### src/rtl/fetch_prefetch_queue.sv
`default_nettype none
// ============================================================================
// Module   : fetch_prefetch_queue
// Purpose  : Sequential ibus prefetcher buffering {pc, instr} pairs for decode,
//            with redirect flush and discard of an in-flight response.
// Revision : 1.0 - initial release
// ============================================================================
module fetch_prefetch_queue #(
   parameter int                ADDR_W   = 64,
   parameter int                INSTR_W  = 32,
   parameter int                DEPTH    = 4,
   parameter int                CNT_W    = 16,
   parameter logic [ADDR_W-1:0] PC_RESET = ADDR_W'(64'h8000_0000)
) (
   input  logic               clk,
   input  logic               rst,
   input  logic               redirect_valid,
   input  logic [ADDR_W-1:0]  redirect_pc,
   output logic               out_valid,
   input  logic               out_ready,
   output logic [ADDR_W-1:0]  out_pc,
   output logic [INSTR_W-1:0] out_instr,
   output logic               ibus_req_valid,
   output logic [ADDR_W-1:0]  ibus_req_addr,
   input  logic               ibus_resp_addr_ok,
   input  logic               ibus_resp_data_ok,
   input  logic [INSTR_W-1:0] ibus_resp_data,
   output logic [CNT_W-1:0]   drop_count
);

   localparam int                PTR_W    = $clog2(DEPTH);
   localparam logic [PTR_W:0]    FULL_CNT = (PTR_W + 1)'(DEPTH);
   localparam logic [PTR_W:0]    CNT_ONE  = (PTR_W + 1)'(1);
   localparam logic [PTR_W-1:0]  PTR_ONE  = PTR_W'(1);
   localparam logic [ADDR_W-1:0] PC_STEP  = ADDR_W'(4);
   localparam logic [CNT_W-1:0]  DROP_ONE = CNT_W'(1);

   typedef enum logic [1:0] {
      S_IDLE = 2'd0,
      S_REQ  = 2'd1,
      S_DROP = 2'd2
   } state_t;

   state_t             state_q, state_d;
   logic [ADDR_W-1:0]  fetch_pc_q, fetch_pc_d;
   logic [ADDR_W-1:0]  req_pc_q, req_pc_d;
   logic [PTR_W-1:0]   rd_ptr_q, rd_ptr_d;
   logic [PTR_W-1:0]   wr_ptr_q, wr_ptr_d;
   logic [PTR_W:0]     count_q, count_d;
   logic [CNT_W-1:0]   drop_count_q, drop_count_d;
   logic [ADDR_W-1:0]  pc_mem_q    [DEPTH];
   logic [ADDR_W-1:0]  pc_mem_d    [DEPTH];
   logic [INSTR_W-1:0] instr_mem_q [DEPTH];
   logic [INSTR_W-1:0] instr_mem_d [DEPTH];

   logic               completion;
   logic               push;
   logic               pop;
   logic               credit;
   logic               drop_inc;
   logic [PTR_W:0]     count_nf;
   logic [ADDR_W-1:0]  redir_pc;
   logic               unused_redir_low;

   assign completion       = ibus_req_valid & ibus_resp_addr_ok & ibus_resp_data_ok;
   assign push             = (state_q == S_REQ) & completion & ~redirect_valid;
   assign pop              = out_valid & out_ready;
   assign redir_pc         = {redirect_pc[ADDR_W-1:2], 2'b00};
   assign unused_redir_low = ^redirect_pc[1:0];

   assign out_valid      = (count_q != '0) & ~redirect_valid;
   assign out_pc         = pc_mem_q[rd_ptr_q];
   assign out_instr      = instr_mem_q[rd_ptr_q];
   assign ibus_req_valid = (state_q == S_REQ) | (state_q == S_DROP);
   assign ibus_req_addr  = req_pc_q;
   assign drop_count     = drop_count_q;

   // Occupancy after this cycle's push/pop, ignoring any flush; a new fetch
   // may only be in flight while this leaves room for its response.
   always_comb begin
      count_nf = count_q;
      if (push && !pop) begin
         count_nf = count_q + CNT_ONE;
      end else if (pop && !push) begin
         count_nf = count_q - CNT_ONE;
      end
   end

   assign credit = (count_nf < FULL_CNT);

   always_comb begin
      state_d      = state_q;
      fetch_pc_d   = fetch_pc_q;
      req_pc_d     = req_pc_q;
      rd_ptr_d     = rd_ptr_q;
      wr_ptr_d     = wr_ptr_q;
      count_d      = count_nf;
      drop_count_d = drop_count_q;
      pc_mem_d     = pc_mem_q;
      instr_mem_d  = instr_mem_q;
      drop_inc     = 1'b0;

      if (push) begin
         pc_mem_d[wr_ptr_q]    = req_pc_q;
         instr_mem_d[wr_ptr_q] = ibus_resp_data;
         wr_ptr_d              = wr_ptr_q + PTR_ONE;
      end
      if (pop) begin
         rd_ptr_d = rd_ptr_q + PTR_ONE;
      end
      if (redirect_valid) begin
         fetch_pc_d = redir_pc;
         rd_ptr_d   = '0;
         wr_ptr_d   = '0;
         count_d    = '0;
      end

      case (state_q)
         S_IDLE: begin
            if (!redirect_valid && credit) begin
               state_d  = S_REQ;
               req_pc_d = fetch_pc_q;
            end
         end
         S_REQ: begin
            if (redirect_valid) begin
               // The outstanding fetch cannot be retracted; DROP waits it out.
               drop_inc = completion;
               state_d  = completion ? S_IDLE : S_DROP;
            end else if (completion) begin
               fetch_pc_d = req_pc_q + PC_STEP;
               if (credit) begin
                  req_pc_d = req_pc_q + PC_STEP;
               end else begin
                  state_d = S_IDLE;
               end
            end
         end
         S_DROP: begin
            if (completion) begin
               drop_inc = 1'b1;
               state_d  = S_IDLE;
            end
         end
         default: begin
            state_d = S_IDLE;
         end
      endcase

      if (drop_inc && (drop_count_q != '1)) begin
         drop_count_d = drop_count_q + DROP_ONE;
      end
   end

   always_ff @(posedge clk or posedge rst) begin
      if (rst) begin
         state_q      <= S_IDLE;
         fetch_pc_q   <= PC_RESET;
         req_pc_q     <= PC_RESET;
         rd_ptr_q     <= '0;
         wr_ptr_q     <= '0;
         count_q      <= '0;
         drop_count_q <= '0;
         for (int i = 0; i < DEPTH; i++) begin
            pc_mem_q[i]    <= '0;
            instr_mem_q[i] <= '0;
         end
      end else begin
         state_q      <= state_d;
         fetch_pc_q   <= fetch_pc_d;
         req_pc_q     <= req_pc_d;
         rd_ptr_q     <= rd_ptr_d;
         wr_ptr_q     <= wr_ptr_d;
         count_q      <= count_d;
         drop_count_q <= drop_count_d;
         pc_mem_q     <= pc_mem_d;
         instr_mem_q  <= instr_mem_d;
      end
   end

endmodule
`default_nettype wire

### config.mk
export PLATFORM = sky130hd
export DESIGN_NAME = fetch_prefetch_queue
export DESIGN_NICKNAME = d
export VERILOG_FILES = /design/src/rtl/fetch_prefetch_queue.sv
export SDC_FILE = /design/constraint.sdc
export NUM_CORES = 1
export LEC_CHECK = 0
export CAP_MARGIN = 20
export CELL_PAD_IN_SITES_DETAIL_PLACEMENT = 1
export CELL_PAD_IN_SITES_GLOBAL_PLACEMENT = 2
export CORE_ASPECT_RATIO = 1.5
export CORE_MARGIN = 10
export CORE_UTILIZATION = 35
export CTS_CLUSTER_DIAMETER = 50
export DETAILED_ROUTE_END_ITERATION = 10
export PLACE_DENSITY_LB_ADDON = 0.25
export SYNTH_ARGS = -nofsm -noshare
export SYNTH_HDL_FRONTEND = slang
export SYNTH_SLANG_ARGS = --single-unit
export TNS_END_PERCENT = 30
### constraint.sdc
create_clock -name clk -period 17.3 [get_ports clk]
set_clock_uncertainty 0.2 [all_clocks]
set_input_delay 2.595 -clock clk [delete_from_list [all_inputs] [get_ports clk]]
set_output_delay 2.595 -clock clk [all_outputs]
set_load 0.03 [all_outputs]
==> impl_metrics.tcl <==
set metrics [dict create \
    num_antenna_cells 0 \
    fp.dieH_um 352.2 \
    drc 0 \
    dp_hpwl_mm 52.12 \
    yosysMostFrequentCell "dfrtp_1" \
    combPwrFrac_pct 37.9 \
    cp_max_fo 68 \
    clock-root-buffer "clkbuf_16" \
    gp_congestion 0.7417 \
    synth_top_cell_by_area "dfrtp_1" \
    pwr-share-clk_pct 25.8 \
    cts_buffers 58 \
    async_flop_share_pct 100.0 \
    holdBufCountCts 0 \
    insertion_delay_ns 0.64 \
    grt_pass1_vias 19830 \
    slowest_delay_ns 0.65 \
    nNetsFinal 2392 \
    cts_tree "yes" \
    start_util_pct 35.36 \
    grt_max_degree 155 \
    vias 17870 \
    grt_setup_unrepaired "false" \
    met2_usage_pct 32.63 \
    seq_area_frac_synth_pct 52.20 \
    cp-start-kind "input port" \
    io_pins 280 \
    post_cts_resized 0 \
    min_from "pc_mem_q[252]" \
    worstSetupStartpoint "redirect_valid" \
    top_usage_layer "met2" \
    maxCapViolCount 0 \
    synth.top_cell.area_share_pct 52.00 \
    reg2reg_setup_slack_ns 13.23 \
    p_int_mw 3.035 \
    synth_nets 2216 \
    dieArea_um2 85040 \
    netlist_top_cells_count "535 x dfrtp_1, 359 x mux2_2, 172 x nand2_1, 150 x clkbuf_1, 96 x mux4_2" \
    area_growth_pct 21.48 \
    cp-end-kind "output pin" \
    worst_pin_slew_ns 1.111 \
    p_sw_mw 1.946 \
    path_class "in -> out" \
    min_period_ns 6.892 \
    grt_overflow 0 \
    drtAntennaViolNets 0 \
    cp.arrival_ns 4.10 \
    drv_slew 0 \
    grtUsageMet1_pct 23.14 \
    synth_flop_cell "dfrtp_1" \
    htree_num_levels 2 \
    synth.avg_cell_area_um2 12.25 \
    first_iter_violations 860 \
    port_buffers 277 \
    post_drt_wl_per_cell_um 24.44 \
    fin_cells 3309 \
    finalCritPeriodShare_pct 39.84 \
    grt.met3_usage_pct 3.836 \
    grt_util_all_layers_pct 18.81 \
    via_per_inst 5.401 \
    fp.coreArea_um2 72820 \
    syn_area_um2 25750 \
    worstReg2RegStart "state_q[0]" \
    synth-edff-count 0 \
    ys_ff_latch 537 \
    placed_cells 3201 \
    dieWidth_um 241.5 \
    critPathSlowestCell "clkdlybuf4s50_1" \
    routed_wl_mm 80.86 \
    yosysWarnings 0 \
    seqPwrFrac_pct 36.3 \
    hold_viol 0 \
    antenna_found_initial 4 \
    vdd_drop_max_mv 0.07977 \
    tns_ns 0 \
    max_slew_margin_pct 25.92 \
    fp-row-count 121 \
    setup_viol 0 \
    first_pass_iters 5 \
    post_cts_buffers 0 \
    p_leak_nw 13.80 \
    crit_chain "buf_4 > inv_1 > and2_1 > clkdlybuf4s50_1" \
    power.share.switching_pct 39.06 \
    timing.fmax_ghz 0.1451 \
    p_total_mw 4.980 \
    clock-sinks 537 \
    hold_path.class "reg -> reg" \
    crit_buf_inv 3 \
    drive_gt1_share_pct 26.49 \
    netlist_instances 2102 \
    clockBufferDepth 3 \
    powerDensity_nw_per_um2 159.2 \
    required_ns 14.51 \
    grt_pass1_wl_mm 124.1 \
    yosysUniqueCellTypes 65 \
    holdWs_ns 0.2772 \
    cts.reportedPaths.clkPinSlew_ns 0.07 \
    netlist_top_cells_area "dfrtp_1 52%, mux2_2 16%, mux4_2 8.4%" \
    critPathTopFamily "buffers and inverters" \
    outcome "completed" \
]
[power by group through the flow]
stage	logic (mW)	registers (mW)	clock network (mW)
final	1.89	1.81	1.29
after global routing	2.03	1.86	1.38
after CTS	1.92	1.81	1.32
after detailed placement	1.91	1.84	0
after global placement	1.88	1.81	0
after floorplan	1.20	1.76	0
[flip-flops by register name, indices dropped and copies added, names as in the netlist]
| signal | cells |
|---|---|
| pc_mem_q | 256 |
| instr_mem_q | 128 |
| fetch_pc_q | 64 |
| ibus_req_addr | 64 |
| drop_count | 16 |
| count_q | 3 |
| rd_ptr_q | 2 |
| state_q | 2 |
| wr_ptr_q | 2 |
[cells in the final DEF (no fill, tap or decap), types with 11 or more instances in the layout]
master / Yosys / routed
mux4_2: 96 / 96
a21oi_1: 88 / 88
a31oi_1: 21 / 21
o22a_1: 15 / 15
xnor2_1: 36 / 36
ha_1: 12 / 11
clkbuf_16: 0 / 59
nor4_1: 12 / 11
o21ai_0: 90 / 90
and3_1: 42 / 42
buf_4: 8 / 32
mux2_2: 359 / 359
mux2i_1: 17 / 17
nand2_1: 172 / 168
nor2_1: 91 / 91
o22ai_1: 23 / 23
o31ai_1: 12 / 12
clkinv_2: 0 / 19
o21a_1: 12 / 11
clkdlybuf4s50_1: 0 / 276
nor3_1: 27 / 27
xor2_1: 29 / 29
nand3_1: 51 / 51
inv_1: 17 / 16
dfrtp_1: 535 / 533
nand4_1: 34 / 34
[cell type report]
type / count / area [um2]
fill: 7578 / 41540
clock inverter: 35 / 366.6
timing repair buffer: 310 / 3050
sequential: 537 / 13450
tap: 984 / 1231
inverter: 17 / 67.56
multi-input combinational: 1354 / 11530
clock buffer: 72 / 1585
[cell families after synthesis]
| group | share of synthesized area, % |
|---|---|
| buffers and inverters | 3.266 |
| AO/OA/AOI/OAI | 7.775 |
| flip-flops | 52.20 |
| adder cells (fa/ha/maj) | 0.5831 |
| AND/OR/NAND/NOR | 9.204 |
| XOR/XNOR | 2.211 |
| multiplexers | 24.76 |
[through the flow]
step	utilization, %	cell area [um2]	worst slack [ns]
after detailed placement	40.23	29300	10.37
final	42.95	31280	10.41
after global routing	42.95	31280	10.30
after CTS	42.91	31250	10.36
after floorplan	-	25750	7.205
after global placement	40.23	29300	10.37
[worst min-delay path, cell delays in order, from the launching register on]
cell	delay (ns)
dfrtp_1	0.34
nand2_1	0.05
o21ai_0	0.06
[metal layers]
layer | share of wire [%] | vias up | wire [um]
li1 | - | 8015 | -
met1 | 42 | 9396 | 33790
met5 | 0.051 | - | 41
met3 | 5.3 | 108 | 4325
met4 | 2.6 | 6 | 2065
met2 | 50 | 347 | 40630
[worst paths after layout]
kind | cells after the start | end
hold reg to reg | 2 | pc_mem_q[252]
hold / removal | 2 | pc_mem_q[252]
min in group asynchronous | 3 | drop_count[0]
setup / recovery | 4 | out_valid
max in group asynchronous | 5 | pc_mem_q[160]
setup reg to reg | 9 | pc_mem_q[92]
Note: power is estimated with default switching activity, not from simulation.
